File: src/rtl/img_pkg.sv
// Shared constants and types for the pixel-processing pipeline stages.
// Coefficients are the BT.601 full-range inverse matrix scaled by 256.
package img_pkg;

    localparam int PIPE_LAT   = 3;
    localparam int CHROMA_OFS = 128;
    localparam int SYNC_W     = 3;

    localparam logic signed [17:0] K_RCR = 18'sd359;
    localparam logic signed [17:0] K_GCB = 18'sd88;
    localparam logic signed [17:0] K_GCR = 18'sd183;
    localparam logic signed [17:0] K_BCB = 18'sd454;

    typedef struct packed {
        logic clken;
        logic href;
        logic vsync;
    } sync_t;

endpackage

File: src/rtl/ycbcr_rgb565_sync_delay.sv
// Generic N-deep, W-wide shift register that clears to 0 on reset.
// Keeps frame syncs aligned with a fixed-latency data pipeline.
module sync_delay #(
    parameter int N = 3,
    parameter int W = 3
) (
    input  logic         clk,
    input  logic         rst_n,
    input  logic [W-1:0] din,
    output logic [W-1:0] dout
);

    logic [W-1:0] stage_reg [N];

    genvar gi;
    generate
        for (gi = 0; gi < N; gi++) begin : g_stage
            if (gi == 0) begin : g_first
                always_ff @(posedge clk or negedge rst_n) begin
                    if (!rst_n) stage_reg[0] <= '0;
                    else        stage_reg[0] <= din;
                end
            end else begin : g_rest
                always_ff @(posedge clk or negedge rst_n) begin
                    if (!rst_n) stage_reg[gi] <= '0;
                    else        stage_reg[gi] <= stage_reg[gi-1];
                end
            end
        end
    endgenerate

    assign dout = stage_reg[N-1];

endmodule

File: src/rtl/ycbcr_rgb565.sv
// YCbCr 4:4:4 (BT.601 full range) to RGB888/RGB565 converter.
// Free-running 3-stage pipeline: products, sums, shift+clamp.
module ycbcr_rgb565
    import img_pkg::*;
#(
    parameter bit ROUND_EN = 1'b1
) (
    input  logic        clk,
    input  logic        rst_n,
    input  logic        per_frame_clken,
    input  logic        per_frame_vsync,
    input  logic        per_frame_href,
    input  logic [7:0]  img_Y,
    input  logic [7:0]  img_Cb,
    input  logic [7:0]  img_Cr,
    output logic        post_frame_clken,
    output logic        post_frame_vsync,
    output logic        post_frame_href,
    output logic [23:0] rgb888,
    output logic [15:0] rgb565
);

    localparam logic signed [17:0] RND = ROUND_EN ? 18'sd128 : 18'sd0;

    // Sums are 18-bit signed; >>>8 leaves a 10-bit signed value to saturate.
    function automatic logic [7:0] clamp8(input logic signed [17:0] s);
        logic signed [9:0] v;
        v = s[17:8];
        if (v < 10'sd0)        return 8'h00;
        else if (v > 10'sd255) return 8'hFF;
        else                   return v[7:0];
    endfunction

    logic signed [8:0]  dcb;
    logic signed [8:0]  dcr;
    logic signed [17:0] dcb_ext;
    logic signed [17:0] dcr_ext;

    assign dcb     = {1'b0, img_Cb} - 9'(CHROMA_OFS);
    assign dcr     = {1'b0, img_Cr} - 9'(CHROMA_OFS);
    assign dcb_ext = {{9{dcb[8]}}, dcb};
    assign dcr_ext = {{9{dcr[8]}}, dcr};

    logic signed [17:0] y256_reg;
    logic signed [17:0] p_rcr_reg;
    logic signed [17:0] p_gcb_reg;
    logic signed [17:0] p_gcr_reg;
    logic signed [17:0] p_bcb_reg;

    logic signed [17:0] sum_r_reg;
    logic signed [17:0] sum_g_reg;
    logic signed [17:0] sum_b_reg;

    logic [7:0] r_reg;
    logic [7:0] g_reg;
    logic [7:0] b_reg;

    always_ff @(posedge clk or negedge rst_n) begin
        if (!rst_n) begin
            y256_reg  <= '0;
            p_rcr_reg <= '0;
            p_gcb_reg <= '0;
            p_gcr_reg <= '0;
            p_bcb_reg <= '0;
        end else begin
            y256_reg  <= {2'b00, img_Y, 8'h00};
            p_rcr_reg <= dcr_ext * K_RCR;
            p_gcb_reg <= dcb_ext * K_GCB;
            p_gcr_reg <= dcr_ext * K_GCR;
            p_bcb_reg <= dcb_ext * K_BCB;
        end
    end

    always_ff @(posedge clk or negedge rst_n) begin
        if (!rst_n) begin
            sum_r_reg <= '0;
            sum_g_reg <= '0;
            sum_b_reg <= '0;
        end else begin
            sum_r_reg <= y256_reg + p_rcr_reg + RND;
            sum_g_reg <= y256_reg - p_gcb_reg - p_gcr_reg + RND;
            sum_b_reg <= y256_reg + p_bcb_reg + RND;
        end
    end

    always_ff @(posedge clk or negedge rst_n) begin
        if (!rst_n) begin
            r_reg <= '0;
            g_reg <= '0;
            b_reg <= '0;
        end else begin
            r_reg <= clamp8(sum_r_reg);
            g_reg <= clamp8(sum_g_reg);
            b_reg <= clamp8(sum_b_reg);
        end
    end

    sync_t sync_in;
    sync_t sync_out;

    assign sync_in.clken = per_frame_clken;
    assign sync_in.href  = per_frame_href;
    assign sync_in.vsync = per_frame_vsync;

    sync_delay #(
        .N (PIPE_LAT),
        .W (SYNC_W)
    ) u_sync_delay (
        .clk   (clk),
        .rst_n (rst_n),
        .din   (sync_in),
        .dout  (sync_out)
    );

    assign post_frame_clken = sync_out.clken;
    assign post_frame_href  = sync_out.href;
    assign post_frame_vsync = sync_out.vsync;

    // Blank pixel data outside active lines.
    assign rgb888 = post_frame_href ? {r_reg, g_reg, b_reg} : 24'h000000;
    assign rgb565 = post_frame_href ? {r_reg[7:3], g_reg[7:2], b_reg[7:3]} : 16'h0000;

endmodule

File: config.mk
export PLATFORM = sky130hd
export DESIGN_NAME = ycbcr_rgb565
export DESIGN_NICKNAME = d
export VERILOG_FILES = /design/src/rtl/img_pkg.sv /design/src/rtl/ycbcr_rgb565_sync_delay.sv /design/src/rtl/ycbcr_rgb565.sv
export SDC_FILE = /design/constraint.sdc
export NUM_CORES = 1
export LEC_CHECK = 0
export CAP_MARGIN = 10
export CELL_PAD_IN_SITES_DETAIL_PLACEMENT = 0
export CELL_PAD_IN_SITES_GLOBAL_PLACEMENT = 2
export CORE_MARGIN = 1.5
export CORE_UTILIZATION = 36
export CTS_BUF_LIST = sky130_fd_sc_hd__clkbuf_16
export CTS_CLUSTER_SIZE = 25
export DETAILED_ROUTE_END_ITERATION = 10
export HOLD_SLACK_MARGIN = 0.12
export PLACE_DENSITY = 0.79
export RECOVER_POWER = 25
export SLEW_MARGIN = 20
export SYNTH_ARGS = -nofsm -noshare
export SYNTH_HDL_FRONTEND = slang
export SYNTH_SLANG_ARGS = --single-unit
File: constraint.sdc
create_clock -name clk -period 2.54 [get_ports clk]
set_input_delay 0.762 -clock clk [delete_from_list [all_inputs] [get_ports clk]]
set_output_delay 0.762 -clock clk [all_outputs]
set_load 0.02 [all_outputs]
==> flow_summary.toml, run 1 <==
[status]
status = "finished with violations"
violations = "negative setup slack"

[yosys]
ys_async_sr_fraction_pct = 100
ys_warn_count = 0
synth_edf_count = 0
syn_area_um2 = 10400
synth_nets = 1297
ys_ff_latch = 125
synth_area_leaders = "dfrtp_1 30%, ha_1 21%, fa_1 14%"
syn_avg_cell_area_um2 = 10.2
ys.flop_type = "dfrtp_1"
synthCells = 1021
yosys.area.top_type = "dfrtp_1"
yosysUniqueCellTypes = 60
yosysTopAreaCellShare_pct = 30.2
ys_seq_area_share_pct = 30.2

[placement]
gp_congestion = 0.834
dp.cells = 1625
place_hpwl_um = 18900
place_ws_ns = -2.41
io_buffer_count = 71

[setup_path]
crit_chain = "buf_8, clkinvlp_4, ha_4, buf_6, buf_6, xnor2_4, fa_1, fa_2, fa_1, inv_2, ha_4, a21o_1, a21o_1, a211oi_2, o21ai_2, a31o_2, xor2_1"
critPathCapture = "p_gcr_reg[15]"
startpoint = "img_Cr[7]"
reg2reg_depth = 8
timing.rr.start = "y256_reg[9]"
cp-start-kind = "input port"
cp_max_fo = 6
critical_path.max_stage_delay_ns = 0.53
reg2reg_slack_ns = 0.04
critPathRequiredTime_ns = 2.83
slowest_stage = "fa_1"
r2r_end = "sum_g_reg[16]"
arrival_ns = 4.31
crit_path_end_kind = "register"
critPathKind = "input port to register"

[final_layout]
stdcell_count = 1704
final_nets = 1589
fill_cells = 2519
largest_register_ffs = 18
multi_input_area_um2 = 7700
drive_gt1_share_pct = 38.1
syn2layout_area_growth_pct = 49.4
seqCellArea_um2 = 3130
antennaDiodeCount = 0

[timing]
rsz0062_at_grt = "true"
worst_pin_slew_ns = 1.10
min_period_ns = 4.02
final.hold.worst_slack_ns = 0.348
min_period_over_period_pct = 158
max_freq_mhz = 249
hold_viol_final = 0
fin_skew_ns = 0.0116
finalSetupViolCount = 43
finalWorstSetupSlack_ns = -1.48
maxSlewHeadroom_pct = 26.9
drv_slew = 0

[drt]
dr.pass1.iters = 4
viasPerCell = 4.52
drc = 0
wl_per_cell_um = 14.3
drt_wl_total_um = 24400
ant_nets = 0
first_iter_violations = 243
dr_total_vias = 7694

[clock_network]
cts_max_level = 4
numCtsBuffers = 17
postCtsHoldBufs = 0
tritoncts = "done"
root_buffer = "clkbuf_16"
clk_latency_ns = 0.42
numClockSinks = 125
clkTransAtPathRegs_ns = 0.06
clk_path_buf_depth = 2

[flow_run]
drv_cap = 0

[floorplanning]
initial_utilization_pct = 36.9
die_h_um = 173
rows = 61
ios = 72
core_um2 = 28100
dieWidth_um = 173
die-area_um2 = 29800

[power]
p_total_mw = 17.2
leakage_nw = 7.83
peakVddDrop_uv = 535
power_density_nw_per_um2 = 1110

[hold_path]
hold_path_class = "register to register"
min_from = "u_sync_delay.stage_reg[5]"

[grt]
grtUsageTotal_pct = 16.9
grt_max_degree = 48
grt_pass1_wl_um = 40500
grt-ovfl-total = 0
grt_pass1_vias = 8150
antenna_found_initial = 0
cells in the final DEF, fill, tap and decap left out, types with 7 or more instances in the layout:
master,netlist,final
dlymetal6s2s_1,0,35
a21o_1,19,18
buf_4,16,185
ha_1,176,105
dfrtp_1,125,124
xnor2_2,0,8
nor2_1,84,76
inv_1,199,149
ha_4,0,66
buf_8,0,9
clkbuf_16,0,17
a21oi_1,36,20
buf_6,0,47
o21ai_0,20,13
o21a_1,9,9
clkdlybuf4s50_1,0,19
a21oi_2,1,11
nand3_1,11,9
fa_1,71,59
nor3_1,15,9
a21oi_4,1,7
xnor2_1,62,53
fa_2,0,12
and2_1,27,27
inv_2,0,43
nand2b_1,9,8
xor2_1,16,15
nand2_1,21,21
synth_stat cells, types with 5 or more instances:
library cell / instances
nor2_1: 84
xnor2_1: 62
and2_1: 27
nor2b_1: 6
o21bai_1: 5
nand2b_1: 9
and3_1: 6
a21o_1: 19
o21a_1: 9
fa_1: 71
clkbuf_1: 11
nand2_1: 21
o211ai_1: 5
a31oi_1: 8
ha_1: 176
dfrtp_1: 125
o21ai_0: 20
nand3_1: 11
nand4_1: 5
inv_1: 199
nor3_1: 15
a21oi_1: 36
buf_4: 16
xor2_1: 16
metrics by stage:
stage                     TNS [ns]  cell area, um2  utilization, %
after floorplan             -46.83           11000               -
after global placement      -79.31           13400            47.7
after detailed placement    -80.60           13400            47.7
after CTS                   -39.56           15000            53.5
after global routing        -45.59           15500            55.1
final                       -40.48           15500            55.1
layer usage:
layer	share of wire [%]	track usage, %	wire length [um]
met5	0	0	0
met4	1.5	4.17	371
met1	47	22.1	11400
met2	49	29.2	12000
met3	2.9	2.68	708
worst max-delay path: cells and delay by family:
family	cells	cell delay, ns
AOI/OAI and AO/OA	5	0.91
xor gates and xnor gates	2	0.25
adders and majority gates	5	1.82
buffers and inverters	5	0.55
worst min-delay path by stage:
| stage | to | slack, ns | depth (start not counted) |
|---|---|---|---|
| floorplan | u_sync_delay.dout[0] | 0.33 | 0 |
| global placement | u_sync_delay.dout[0] | 0.33 | 0 |
| detailed placement | u_sync_delay.dout[0] | 0.34 | 0 |
| CTS | p_gcr_reg[3] | 0.26 | 1 |
| global route | u_sync_delay.stage_reg[3] | 0.36 | 0 |
| finish | u_sync_delay.dout[2] | 0.35 | 0 |
cells by family after synthesis:
kind of cell / share of synthesized area, %
simple gates: 9.36
mux: 0.386
compound gates: 9.57
fa+ha+maj: 35.0
xor+xnor: 6.59
flops: 30.2
buf+inv: 8.95
power by group:
group | switching [mW] | internal (mW) | leakage (nW)
Combinational | 5.53 | 5.88 | 6.05
Clock | 0.978 | 1.66 | 0.309
Sequential | 0.313 | 2.88 | 1.47
repair_timing:
item / 4_1_cts / 5_1_grt
cloned: 0 / 0
pin swaps: 114 / 73
buffers inserted: 45 / 18
setup endpoints to repair: 49 / 81
resized for setup: 220 / 104
cell type report:
| type | count | share of cell area [%] |
|---|---|---|
| Inverter | 200 | 5.14 |
| Clock inverter | 15 | 1.35 |
| Multi-Input combinational cell | 666 | 49.7 |
| Timing Repair Buffer | 303 | 17.8 |
| Clock buffer | 17 | 2.75 |
| Tap cell | 378 | 3.05 |
| Sequential cell | 125 | 20.2 |
(Power assumes the default switching activity.)
==> run 2: changes to the inputs <==
--- a/config.mk
+++ b/config.mk
@@ -7,13 +7,12 @@
 export LEC_CHECK = 0
 export CAP_MARGIN = 10
-export CELL_PAD_IN_SITES_DETAIL_PLACEMENT = 0
-export CELL_PAD_IN_SITES_GLOBAL_PLACEMENT = 2
+export CORE_ASPECT_RATIO = 0.7
 export CORE_MARGIN = 1.5
-export CORE_UTILIZATION = 36
+export CORE_UTILIZATION = 40
 export CTS_BUF_LIST = sky130_fd_sc_hd__clkbuf_16
 export CTS_CLUSTER_SIZE = 25
 export DETAILED_ROUTE_END_ITERATION = 10
 export HOLD_SLACK_MARGIN = 0.12
-export PLACE_DENSITY = 0.79
+export PLACE_DENSITY = 0.61
 export RECOVER_POWER = 25
 export SLEW_MARGIN = 20
==> constraint.sdc (replaced) <==
create_clock -name clk -period 2.54 [get_ports clk]
set_input_delay 0.762 -clock clk [delete_from_list [all_inputs] [get_ports clk]]
set_output_delay 0.762 -clock clk [all_outputs]
set_load 0.1 [all_outputs]
==> flow_summary.toml, run 2 (synthesized netlist as in run 1, its figures left out) <==
[setup_path]
timing.rr.start = "y256_reg[9]"
crit_chain = "buf_8, clkinvlp_4, ha_4, inv_4, ha_4, fa_1, fa_1, inv_2, fa_1, inv_2, ha_4, nand4_1, o22ai_2, buf_4, buf_6, nor2_2, or2_4, a41oi_2"
arrival_ns = 4.36
cp-start-kind = "input port"
cp_max_fo = 5
slowest_stage = "fa_1"
critPathKind = "input port to register"
critPathRequiredTime_ns = 2.88
startpoint = "img_Cr[7]"
critical_path.max_stage_delay_ns = 0.51
crit_path_end_kind = "register"
crit_family = "adder cells"
critPathBufInv = 7

[timing]
finalWorstSetupSlack_ns = -1.48
drv_slew = 33
hold_viol_final = 0
finalSetupTns_ns = -41.41
max_freq_mhz = 249
maxSlewHeadroom_pct = -25.4
worst_pin_slew_ns = 1.88
fin_skew_ns = 0.00761
min_period_ns = 4.02
finalSetupViolCount = 43
min_period_over_period_pct = 158
rsz0062_at_grt = "true"

[final_layout]
mostFrequentLayoutCells = "183 x buf_4, 148 x inv_1, 122 x dfrtp_1"
layout_commonest_cell = "buf_4"
stdcell_count = 1649
largest_register_ffs = 18
final_nets = 1581
drive_gt1_share_pct = 41.3
final_area_um2 = 15600
syn2layout_area_growth_pct = 50.7
antennaDiodeCount = 0

[power]
p_switching_mw = 7.94
power_density_nw_per_um2 = 1190
combPwrFrac_pct = 68.8
leakage_nw = 7.48
peakVddDrop_uv = 757
clkPwrFrac_pct = 13.8
swShare_pct = 42.7
seq_power_share_pct = 17.4
p_int_mw = 10.7

[clock_network]
tritoncts = "done"
clkTransAtPathRegs_ns = 0.06
cts_max_level = 4
clk_latency_ns = 0.42
numCtsBuffers = 17
clk_path_buf_depth = 2
numClockSinks = 125
root_buffer = "clkbuf_16"
postCtsHoldBufs = 0

[drt]
dr_total_vias = 7643
wl_per_cell_um = 14.6
first_iter_violations = 294
drt_wl_total_um = 24000
dr.pass1.iters = 4
drc = 0
ant_nets = 0
viasPerCell = 4.63

[placement]
gp_congestion = 0.869
place_hpwl_um = 19100
io_buffer_count = 71
dp.cells = 1577
post_dp_cell_area_um2 = 13800

[floorplanning]
die_h_um = 138
die-area_um2 = 26900
core_um2 = 25600
rows = 49
initial_utilization_pct = 40.5
ios = 72
dieWidth_um = 195

[grt]
grtUsageTotal_pct = 18.7
grt_pass1_wl_um = 38800
grt_max_degree = 44
antenna_found_initial = 0
grt-ovfl-total = 0
grt_pass1_vias = 7776

[status]
violations = "max-capacitance violations, max-slew violations, negative setup slack"
status = "finished with violations"

[flow_run]
drv_cap = 1

[hold_path]
hold_path_class = "register to register"
min_from = "u_sync_delay.stage_reg[5]"
run 2: cell types whose count changed in the layout (fill, tap and decap cells not counted), moves of 6 or more:
cell,previous run,this run
dlymetal6s2s_1,35,0
and2_4,0,15
buf_12,2,45
and2_1,27,11
ha_1,105,113
clkdlybuf4s50_1,19,9
ha_4,66,60
run 2: layer usage:
metal,global-route usage [%],share of wire [%]
met5,0,0
met3,3.43,3.9
met2,28.9,44
met1,27.1,52
met4,4.31,0.87
run 2: area by class of cell:
cell class                      count  area [um2]
Clock buffer                       17         425
Clock inverter                     15         210
Fill cell                        2003        9950
Inverter                          200         796
Multi-Input combinational cell    666        7650
Sequential cell                   125        3130
Tap cell                          331         414
Timing Repair Buffer              295        2990
run 2: stage by stage:
stage / hold WS (ns) / util (%) / worst slack (ns) / power, mW
floorplan: 0.331 / - / -1.98 / 10.8
global placement: 0.331 / 53.8 / -2.33 / 14.3
detailed placement: 0.336 / 53.8 / -2.46 / 14.5
CTS: 0.294 / 59.5 / -1.53 / 18.0
global route: 0.356 / 61.1 / -1.60 / 20.0
finish: 0.347 / 61.1 / -1.48 / 18.6
run 2: power groups by stage:
stage	combinational, mW	sequential, mW	clock [mW]
finish	12.8	3.23	2.57
global route	13.9	3.32	2.73
CTS	12.1	3.24	2.63
detailed placement	11.2	3.27	0
global placement	11.0	3.24	0
floorplan	7.70	3.11	0
run 2: worst register-to-register path: stages (launching register included):
cell,delay [ns]
dfrtp_2,0.44
fa_1,0.60
ha_4,0.22
a21o_1,0.22
a2111oi_4,0.26
a21oi_4,0.14
a21oi_4,0.20
nor3_2,0.06
a311o_1,0.29
run 2: what timing repair did:
action,in CTS,in global routing
pin swaps,107,84
endpoints found under the setup margin,48,49
setup buffers,33,19
resized for setup,204,71
run 2: final timing paths:
check | to | slack (ns) | cells past startpoint
max | p_rcr_reg[12] | -1.48 | 18
max in group asynchronous | sum_g_reg[17] | 0.53 | 2
min | u_sync_delay.dout[2] | 0.35 | 0
min reg2reg | u_sync_delay.dout[2] | 0.35 | 0
min in group asynchronous | p_bcb_reg[1] | 0.85 | 1
max reg2reg | sum_g_reg[16] | -0.01 | 8
